$ cat config.mk
export PLATFORM = sky130hd
export DESIGN_NAME = gate_bist_seq
export DESIGN_NICKNAME = d
export VERILOG_FILES = /design/src/rtl/gate_bist_pkg.sv /design/src/rtl/gate_bist_seq_ref.sv /design/src/rtl/gate_bist_seq.sv
export SDC_FILE = /design/constraint.sdc
export NUM_CORES = 1
export LEC_CHECK = 0
export CORE_MARGIN = 1.5
export CORE_UTILIZATION = 49
export CTS_CLUSTER_SIZE = 24
export DETAILED_ROUTE_END_ITERATION = 6
export GPL_TIMING_DRIVEN = 0
export MAX_ROUTING_LAYER = met4
export PLACE_DENSITY = 0.84
export SYNTH_ARGS = -nofsm -noshare
export SYNTH_HDL_FRONTEND = slang
export SYNTH_SLANG_ARGS = --single-unit
$ cat constraint.sdc
create_clock -name clk -period 2.8 [get_ports clk]
set_clock_uncertainty 0.2 [all_clocks]
set_input_delay 0.56 -clock clk [delete_from_list [all_inputs] [get_ports clk]]
set_output_delay 0.56 -clock clk [all_outputs]
set_load 0.02 [all_outputs]
$ cat src/rtl/gate_bist_pkg.sv
// Shared types and constants for the gate-bank self-test sequencer and its
// expected-value model.
package gate_bist_pkg;

    localparam int NUM_GATES = 7;

    localparam int GI_NOT  = 0;
    localparam int GI_AND  = 1;
    localparam int GI_OR   = 2;
    localparam int GI_NAND = 3;
    localparam int GI_NOR  = 4;
    localparam int GI_XOR  = 5;
    localparam int GI_XNOR = 6;

    typedef enum logic [1:0] {
        ST_IDLE   = 2'd0,
        ST_SETTLE = 2'd1,
        ST_CHECK  = 2'd2,
        ST_DONE   = 2'd3
    } state_e;

endpackage

$ cat src/rtl/gate_bist_seq_ref.sv
// Combinational expected outputs of the 2-input gate bank. The bit order
// matches gate_y on the sequencer.
module gate_ref_model
    import gate_bist_pkg::*;
(
    input  logic                 a,
    input  logic                 b,
    output logic [NUM_GATES-1:0] y
);

    always_comb begin
        y          = '0;
        y[GI_NOT]  = ~a;
        y[GI_AND]  = a & b;
        y[GI_OR]   = a | b;
        y[GI_NAND] = ~(a & b);
        y[GI_NOR]  = ~(a | b);
        y[GI_XOR]  = a ^ b;
        y[GI_XNOR] = ~(a ^ b);
    end

endmodule

$ cat src/rtl/gate_bist_seq.sv
// Sweep-and-check self-test sequencer for the 2-input gate bank.
// Define GATE_BIST_ERR_INJECT_EN to add the inj_mask port that flips expected bits.
module gate_bist_seq
    import gate_bist_pkg::*;
#(
    parameter int SETTLE_CYC = 2,
    parameter int NUM_PASSES = 1,
    parameter int CNT_W      = 8
) (
    input  logic                 clk,
    input  logic                 rst_n,
    input  logic                 start,
`ifdef GATE_BIST_ERR_INJECT_EN
    input  logic [NUM_GATES-1:0] inj_mask,
`endif
    output logic                 a,
    output logic                 b,
    input  logic [NUM_GATES-1:0] gate_y,
    output logic                 busy,
    output logic                 done,
    output logic                 pass,
    output logic [CNT_W-1:0]     err_cnt,
    output logic [NUM_GATES-1:0] fail_vec,
    output logic [1:0]           first_fail_ab
);

    localparam int SC_W = (SETTLE_CYC > 0) ? $clog2(SETTLE_CYC + 1) : 1;
    localparam int PC_W = (NUM_PASSES > 1) ? $clog2(NUM_PASSES) : 1;
    localparam logic [SC_W-1:0]  SETTLE_LOAD = SC_W'(SETTLE_CYC);
    localparam logic [PC_W-1:0]  LAST_SWEEP  = PC_W'(NUM_PASSES - 1);
    localparam logic [CNT_W-1:0] CNT_MAX     = '1;

    state_e                 state_q, state_d;
    logic [1:0]             vec_q, vec_d;
    logic [PC_W-1:0]        sweep_cnt_q, sweep_cnt_d;
    logic [SC_W-1:0]        settle_cnt_q, settle_cnt_d;
    logic                   busy_q, busy_d;
    logic                   done_q, done_d;
    logic                   pass_q, pass_d;
    logic [CNT_W-1:0]       err_cnt_q, err_cnt_d;
    logic [NUM_GATES-1:0]   fail_vec_q, fail_vec_d;
    logic [1:0]             first_fail_ab_q, first_fail_ab_d;

    logic [NUM_GATES-1:0]   ref_y;
    logic [NUM_GATES-1:0]   exp_y;
    logic [NUM_GATES-1:0]   mism;
    logic [CNT_W-1:0]       err_upd;
    logic                   last_vec;

    gate_ref_model u_ref (
        .a (vec_q[1]),
        .b (vec_q[0]),
        .y (ref_y)
    );

`ifdef GATE_BIST_ERR_INJECT_EN
    assign exp_y = ref_y ^ inj_mask;
`else
    assign exp_y = ref_y;
`endif

    assign mism     = gate_y ^ exp_y;
    assign last_vec = (vec_q == 2'b11) && (sweep_cnt_q == LAST_SWEEP);
    // Saturating error count including the vector under check this cycle.
    assign err_upd  = ((mism != '0) && (err_cnt_q != CNT_MAX)) ? err_cnt_q + 1'b1 : err_cnt_q;

    always_comb begin
        state_d         = state_q;
        vec_d           = vec_q;
        sweep_cnt_d     = sweep_cnt_q;
        settle_cnt_d    = settle_cnt_q;
        busy_d          = busy_q;
        done_d          = 1'b0;
        pass_d          = pass_q;
        err_cnt_d       = err_cnt_q;
        fail_vec_d      = fail_vec_q;
        first_fail_ab_d = first_fail_ab_q;

        unique case (state_q)
            ST_IDLE: begin
                if (start) begin
                    err_cnt_d       = '0;
                    fail_vec_d      = '0;
                    first_fail_ab_d = 2'b00;
                    pass_d          = 1'b0;
                    vec_d           = 2'b00;
                    sweep_cnt_d     = '0;
                    settle_cnt_d    = SETTLE_LOAD;
                    busy_d          = 1'b1;
                    state_d         = ST_SETTLE;
                end
            end
            ST_SETTLE: begin
                if (settle_cnt_q == '0) begin
                    state_d = ST_CHECK;
                end else begin
                    settle_cnt_d = settle_cnt_q - 1'b1;
                end
            end
            ST_CHECK: begin
                err_cnt_d = err_upd;
                if (mism != '0) begin
                    fail_vec_d = fail_vec_q | mism;
                    // err_cnt never returns to zero within a run, so zero means no earlier error.
                    if (err_cnt_q == '0) begin
                        first_fail_ab_d = vec_q;
                    end
                end
                if (!last_vec) begin
                    vec_d        = vec_q + 2'd1;
                    settle_cnt_d = SETTLE_LOAD;
                    state_d      = ST_SETTLE;
                    if (vec_q == 2'b11) begin
                        sweep_cnt_d = sweep_cnt_q + 1'b1;
                    end
                end else begin
                    done_d  = 1'b1;
                    pass_d  = (err_upd == '0);
                    state_d = ST_DONE;
                end
            end
            ST_DONE: begin
                busy_d  = 1'b0;
                state_d = ST_IDLE;
            end
            default: begin
                state_d = ST_IDLE;
            end
        endcase
    end

    always_ff @(posedge clk or negedge rst_n) begin
        if (!rst_n) begin
            state_q         <= ST_IDLE;
            vec_q           <= 2'b00;
            sweep_cnt_q     <= '0;
            settle_cnt_q    <= '0;
            busy_q          <= 1'b0;
            done_q          <= 1'b0;
            pass_q          <= 1'b0;
            err_cnt_q       <= '0;
            fail_vec_q      <= '0;
            first_fail_ab_q <= 2'b00;
        end else begin
            state_q         <= state_d;
            vec_q           <= vec_d;
            sweep_cnt_q     <= sweep_cnt_d;
            settle_cnt_q    <= settle_cnt_d;
            busy_q          <= busy_d;
            done_q          <= done_d;
            pass_q          <= pass_d;
            err_cnt_q       <= err_cnt_d;
            fail_vec_q      <= fail_vec_d;
            first_fail_ab_q <= first_fail_ab_d;
        end
    end

    assign a             = vec_q[1];
    assign b             = vec_q[0];
    assign busy          = busy_q;
    assign done          = done_q;
    assign pass          = pass_q;
    assign err_cnt       = err_cnt_q;
    assign fail_vec      = fail_vec_q;
    assign first_fail_ab = first_fail_ab_q;

endmodule

==> flow_summary.yaml, run 1 <==
floorplan:
  dieArea_um2: 3710
  io_pins: 32
  start_util: 0.526
  rows: 20
  die_h_um: 60.9
  dieWidth_um: 60.9
  core-area_um2: 3130
worst_setup_path:
  crit_family: "simple AND/OR/NAND/NOR gates"
  cp.buffers_inverters: 1
  worstSetupEndpointType: "flop"
  required_ns: 2.84
  arrival_ns: 2.67
  r2r_start: "vec_q[1]$_DFFE_PN0P_"
  cp_max_fo: 6
  worstPathCellList: "inv_1 -> ha_1 -> or3b_1 -> a22oi_2 -> nand3_1 -> a41oi_2 -> or2_2 -> o21ai_0"
  regToRegEndpoint: "first_fail_ab[0]$_DFFE_PN0P_"
  slowest_stage: "dfrtp_2"
  start_kind: "flop"
  reg2regPathDepth: 8
  critPathKind: "flop to flop"
  cpPeakStageDelay_ns: 0.47
  rrSetupSlack_ns: 0.17
cells_and_area:
  post-route-util: 0.660
  area_delta_synth_final_pct: 25.6
  layout_commonest_cell: "nand2_1"
  diodes: 0
  drive_above_1_share: 0.0526
  layout_common_cells: "32 x nand2_1, 31 x clkdlybuf4s50_1, 26 x dfrtp_1, 17 x o21ai_0, 13 x nor2_1"
  final_cell_area_um2: 2070
  fillerInstances: 267
  fin_nets: 244
cts:
  cts_buffers: 3
  root_buffer: "clkbuf_4"
  htreeDepth: 1
  cts_tree: "built"
  path_clk_slew_ns: 0.14
  postCtsResizedCells: 0
  cts.hold.buffers_added: 0
  insertion_delay_ns: 0.34
  post_cts_buffers: 0
  clock-sinks: 27
  clockBufferDepth: 2
sta:
  slew_violations: 0
  rsz0062_at_grt: "false"
  hold_viol: 0
  worst_pin_slew_ns: 0.601
  setup_viol: 0
  max_freq_ghz: 0.380
  relSlewSlack: 0.599
  fin_setup_tns_ns: 0
  finalCritPeriodShare: 0.940
  period_needed_ns: 2.63
power:
  p_leak_nw: 0.899
  comb_power_share: 0.543
  p_clk_frac: 0.101
  switching_share: 0.443
  p_int_w: 0.000963
  pwr-share-seq: 0.356
  switching_power_w: 0.000766
  power_density_nw_per_um2: 837
  p_total_w: 0.00173
  max-vdd-ir-drop_mv: 0.493
synthesis:
  synthFlopType: "dfrtp_1"
  async_flop_share: 1.00
  synth_area_um2: 1640
  synth-edff-count: 0
  ys_types: 44
  yosysWarnings: 0
  syn_area_per_cell_um2: 8.56
  syn-num-nets: 207
  ys_ff_latch: 27
  syn_inst: 192
  yosysSeqAreaShare: 0.411
global_route:
  grt_pass1_vias: 1393
  grt_util_all_layers: 0.236
  antenna_found_initial: 0
  grt_overflow: 0
  grt_first_pass_wirelength_um: 6350
  grt_max_degree: 28
placed_design:
  port-buffer-count: 31
  placed_area_um2: 2010
  dpl.hpwl_um: 2740
  globalplace.congestion: 0.912
routing:
  dr_total_vias: 1514
  dr.pass1.iters: 4
  antenna_left: 0
  drc: 0
  avgViaCountPerCell: 5.57
  drtIter0Drc: 111
  wire_per_inst_um: 14.0
  wl_um: 3800
job:
  drv_cap: 0
run_status:
  outcome: "finished, final reports clean"
worst_hold_path:
  hold_class: "input port to async pin"
==> metrics by stage <==
step                      worst slack, ns  cells  hold WS, ns
after global routing               0.0200    272        0.309
after floorplan                     0.308    192       0.0644
final                               0.168    272        0.299
after detailed placement          0.00291    267        0.275
after global placement             0.0496    267        0.259
after CTS                           0.105    271        0.307
==> power by group through the flow <==
| stage | Sequential [W] | Combinational [W] | Clock (W) |
|---|---|---|---|
| detailed placement | 0.000621 | 0.000932 | 0 |
| CTS | 0.000616 | 0.000937 | 0.000176 |
| floorplan | 0.000707 | 0.000504 | 0 |
| global route | 0.000636 | 0.00104 | 0.000195 |
| finish | 0.000617 | 0.000939 | 0.000174 |
| global placement | 0.000621 | 0.000912 | 0 |
==> registers in the layout, summed over array words and instances (netlist names) <==
signal         cells
fail_vec           7
vec_q              2
settle_cnt_q       2
busy               1
err_cnt            8
sweep_cnt_q        1
pass               1
state_q            2
done               1
first_fail_ab      2
==> how the worst max path moves through the flow <==
stage                                    start                      endpoint  slack, ns  cells after the start
final                     vec_q[1]$_DFFE_PN0P_  first_fail_ab[0]$_DFFE_PN0P_       0.17                      8
after CTS                 vec_q[1]$_DFFE_PN0P_  first_fail_ab[0]$_DFFE_PN0P_       0.10                      8
after global routing      vec_q[0]$_DFFE_PN0P_  first_fail_ab[0]$_DFFE_PN0P_       0.02                      8
after global placement               gate_y[6]  first_fail_ab[1]$_DFFE_PN0P_       0.05                      7
after detailed placement             gate_y[6]  first_fail_ab[0]$_DFFE_PN0P_      0.003                      7
after floorplan           vec_q[1]$_DFFE_PN0P_              pass$_DFFE_PN0P_       0.31                      9
==> cell usage after synthesis (3+ instances only) <==
cell type,instances,share of area
nor2b_1,3,0.011
nand3_1,5,0.015
ha_1,5,0.038
dfrtp_1,27,0.41
xnor2_1,4,0.021
a21oi_1,4,0.012
mux2i_1,4,0.024
and2_1,3,0.011
o21ai_0,17,0.052
clkbuf_1,8,0.018
nor3_1,4,0.012
a31oi_1,5,0.019
nand3b_1,4,0.018
nand2_1,32,0.073
nand2b_1,3,0.011
and3_1,5,0.019
xor2_1,4,0.021
nor2_1,13,0.030
inv_1,10,0.023
==> routing by layer <==
metal | track usage | up-vias | wire length [µm]
li1 | - | 745 | -
met1 | 0.318 | 707 | 1750
met2 | 0.376 | 56 | 1770
met3 | 0.0213 | 6 | 223
met4 | 0.0745 | 0 | 56
met5 | - | - | 0
==> kinds of logic after synthesis <==
kind of cell / after synthesis / share of synthesized area
buffers and inverters: 20 / 0.0510
multiplexers: 4 / 0.0244
AO/OA/AOI/OAI: 47 / 0.190
AND/OR/NAND/NOR: 81 / 0.244
XOR/XNOR: 8 / 0.0426
flip-flops: 27 / 0.411
adder cells (fa/ha/maj): 5 / 0.0381
==> area by class of cell <==
class	instances	area (µm²)	area share
buffer	10	46.3	0.0224
sequential	27	677	0.328
tap	44	55.1	0.0267
inverter	10	37.5	0.0182
multi-input combinational	145	885	0.428
clock buffer	3	22.5	0.0109
clock inverter	1	5.00	0.00242
timing repair buffer	32	338	0.164
Power figures use the tool's default switching activity.
==> run 2, diff against run 1 <==
GPL_ROUTABILITY_DRIVEN = 0   (was not set)
HOLD_SLACK_MARGIN = 0.06   (was not set)
==> results of run 2 <==
Final layout, timing and power as in run 1 (identical DEF).
==> variant 1 (settings of run 1) <==
Add a define of `GATE_BIST_ERR_INJECT_EN`.
--- a/src/rtl/gate_bist_seq.sv
+++ b/src/rtl/gate_bist_seq.sv
@@ -1,5 +1,7 @@
 // Sweep-and-check self-test sequencer for the 2-input gate bank.
 // Define GATE_BIST_ERR_INJECT_EN to add the inj_mask port that flips expected bits.
+`define GATE_BIST_ERR_INJECT_EN
+
 module gate_bist_seq
     import gate_bist_pkg::*;
 #(
Interface: changed (added inj_mask); port bits go from 32 to 39. The function was not compared with the original's and may differ.
==> variant 1 against run 1 <==
Area after synthesis decreased by 3.0%. Power increased by 1.6%. Setup slack got worse by 8.4 ps. Final area decreased by 0.30%. Combinational power increased by 4.9%. Sequential cell count unchanged. Die area decreased by 2.8%. Routed wire length decreased by 0.60%. Largest power group unchanged.
==> variant 1: results (changes against run 1) <==
Outcome
  – Status: finished clean

Placed design
  – I/O Buffers: 38 (+23%)
  – DP Worst Slack: -191.4 ps (-194.3 ps)
  – Inst Count DP: 252 (-5.6%)
  – Post-DP HPWL: 2.816 mm (+2.9%)
  – Area after DPL: 0.002031 mm^2 (+1.1%)

Critical path
  – R2R Path End: err_cnt[2]$_DFFE_PN0P_
  – FF-to-FF path depth: 7 (-1)
  – Crit Path Max Fanout: 9 (+3)

Pwr
  – Worst vdd ir: 0.5568 mV (+13%)
  – Internal power: 0.9891 mW (+2.7%)
  – Comb pwr share: 56.1% (+1.8 points)

Timing
  – Worst slew pin tran: 812.7 ps (+212.0 ps)

Finish
  – Nets: 235 (-3.7%)
  – Fraction of layout cells with a size suffix above 1: 5.660% (+0.40 points)
  – Non-Filler Instances: 256 (-5.9%)

Synthesis
  – Sequential element share of the synthesized area: 42.35% (+1.3 points)
  – Top post-synthesis cells by area: dfrtp_1 42%, a22o_1 4.9%, xor2_1 4.9%
  – Syn nets: 192 (-7.2%)
  – Avg Inst Size Synth: 9.384 um^2 (+9.6%)
  – Ys Warns: 0 (unchanged)

Routing
  – Initial DRC count: 50 (-55%)
  – Via count: 1446 (-4.5%)
  – Initial DRT Pass Iterations: 5 (+1)
  – Routed len/inst: 14.76 um (+5.6%)

Global routing
  – Met1 usage: 29.85% (-1.9 points)
  – First-pass GRT wire length: 6.396 mm (+0.66%)
  – GR Util All Layers: 23.98% (+0.39 points)
variant 1: kinds of logic after synthesis:
logic type               Yosys count  share of synthesized area [%]
AND/OR/NAND/NOR                   59                          19.06
AO/OA/AOI/OAI                     46                          20.79
adder cells (fa/ha/maj)            5                          3.922
flip-flops                        27                          42.35
XOR/XNOR                          15                          8.236
buffers and inverters             15                          3.608
multiplexers                       3                          2.039
variant 1: per-layer routing:
metal | routed length (um) | share of wire (%)
met3 | 168 | 4.4
met5 | 0 | 0
met2 | 1923 | 51
met1 | 1652 | 44
met4 | 35 | 0.93
variant 1: final cells by class:
cell class	count	area [um^2]
Buffer	6	23.77
Clock buffer	3	22.52
Clock inverter	1	5.005
Fill cell	246	1018
Inverter	9	33.78
Multi-Input combinational cell	128	868.3
Sequential cell	27	675.6
Tap cell	44	55.05
Timing Repair Buffer	38	375.4
variant 1: critical path, stage by stage:
cell,delay [ps]
clkdlybuf4s50_1,410
xor2_1,190
or3_1,360
a21o_1,260
o21ai_4,290
nor2_2,60
mux2_1,310
a22o_1,230
==> variant 2 (config.mk and constraints of run 1) <==
Without the edit above. Make the reset (`rst_n`) synchronous in one clocked block.
--- a/src/rtl/gate_bist_seq.sv
+++ b/src/rtl/gate_bist_seq.sv
@@ -129,7 +129,7 @@
         endcase
     end
 
-    always_ff @(posedge clk or negedge rst_n) begin
+    always_ff @(posedge clk) begin
         if (!rst_n) begin
             state_q         <= ST_IDLE;
             vec_q           <= 2'b00;
Function: differs if rst_n is asserted again (counterexample within 4 cycles, from zero or initial values and one cycle with rst_n low); with rst_n held inactive, the same outputs for 10 cycles.
==> variant 2 against run 1 <==
The run now ends with DRC left. Sequential cell count unchanged. Setup slack got worse by 14 ps. Non-clock buffer count shrank 3. Routed wire length shrank 13%. Critical path depth rose by 1. Area after synthesis down 10%. Maximum frequency decreased by 0.53%. Final area shrank 10%. Die area down 9.6%. Core utilization increased by 0.24 points. Hold slack worse by 62 ps.
Power is not compared: it rests on default switching activity, and its combinational part moved more than twofold at a synthesized area within 25%.
==> variant 2: results (changes against run 1) <==
Finish
  – Non-clock inverter count in the final layout: 9 (-1)
  – Seq/total area: 29.14% (-3.6 points)
  – Nets: 230 (-5.7%)
  – Non-Filler Instances: 245 (-9.9%)
  – Fillcell total: 251 (-6.0%)
  – Fraction of area in multi-input gates: 45.15% (+2.3 points)

Global routing
  – GR Util All Layers: 20.94% (-2.6 points)
  – Vias in the first global route: 1225 (-12%)
  – First-pass GRT wire length: 5.388 mm (-15%)
  – Met3 usage: 2.232% (+0.10 points)

Synthesis
  – Sequential element share of the synthesized area: 36.55% (-4.5 points)
  – Post-synthesis compound-gate area fraction: 20.39% (+1.4 points)
  – Syn nets: 194 (-6.3%)
  – Distinct cell type count after synthesis: 43 (-2.3%)
  – Post-Synth XOR/XNOR Area: 5.330% (+1.1 points)
  – Synth Area in Adders: 4.230% (+0.42 points)
  – Post-synthesis mux area share: 3.469% (+1.0 points)

Critical path
  – Crit Path Max Fanout: 9 (+3)
  – Max incr delay on CP: 420 ps (-50 ps)
  – Highest-delay cell along the critical path: dfxtp_1

Placed design
  – DP Worst Slack: -13.16 ps (-16.08 ps)

Routing
  – Routed len/inst: 13.47 um (-3.7%)
  – DR DRC count: 2 (+2)

Hold path
  – HP Class: reg2reg

Outcome
  – Violated checks: DRC
  – Status: finished with violations

Clocking
  – Clk_lat worst skew: 320 ps (-20 ps)

Timing
  – Max_slew headroom: 57.97% (-1.9 points)
## variant 2: cell count changes after synthesis, moves of 5 or more
cell	delta
dfrtp_1	-27
o21ai_0	-7
clkbuf_1	-5
dfxtp_1	+27
nand2_1	-18
a21oi_1	+17
nor2_1	+9
## variant 2: power by group through the flow
stage               clock (mW)  combinational [mW]  sequential [mW]
floorplan                    0              0.0813            0.429
global placement             0               0.142            0.418
detailed placement           0               0.147            0.419
CTS                      0.179               0.148            0.411
global route             0.194               0.164            0.413
finish                   0.170               0.148            0.410
## variant 2: final timing paths
check	startpoint	slack, ps	end	cells after the start
worst max register to register	vec_q[0]$_SDFFE_PN0P_	150	pass$_SDFFE_PN0P_	9
worst min register to register	sweep_cnt_q$_SDFFE_PN0P_	240	sweep_cnt_q$_SDFFE_PN0P_	2
worst max-delay path	vec_q[0]$_SDFFE_PN0P_	150	pass$_SDFFE_PN0P_	9
worst min-delay path	sweep_cnt_q$_SDFFE_PN0P_	240	sweep_cnt_q$_SDFFE_PN0P_	2
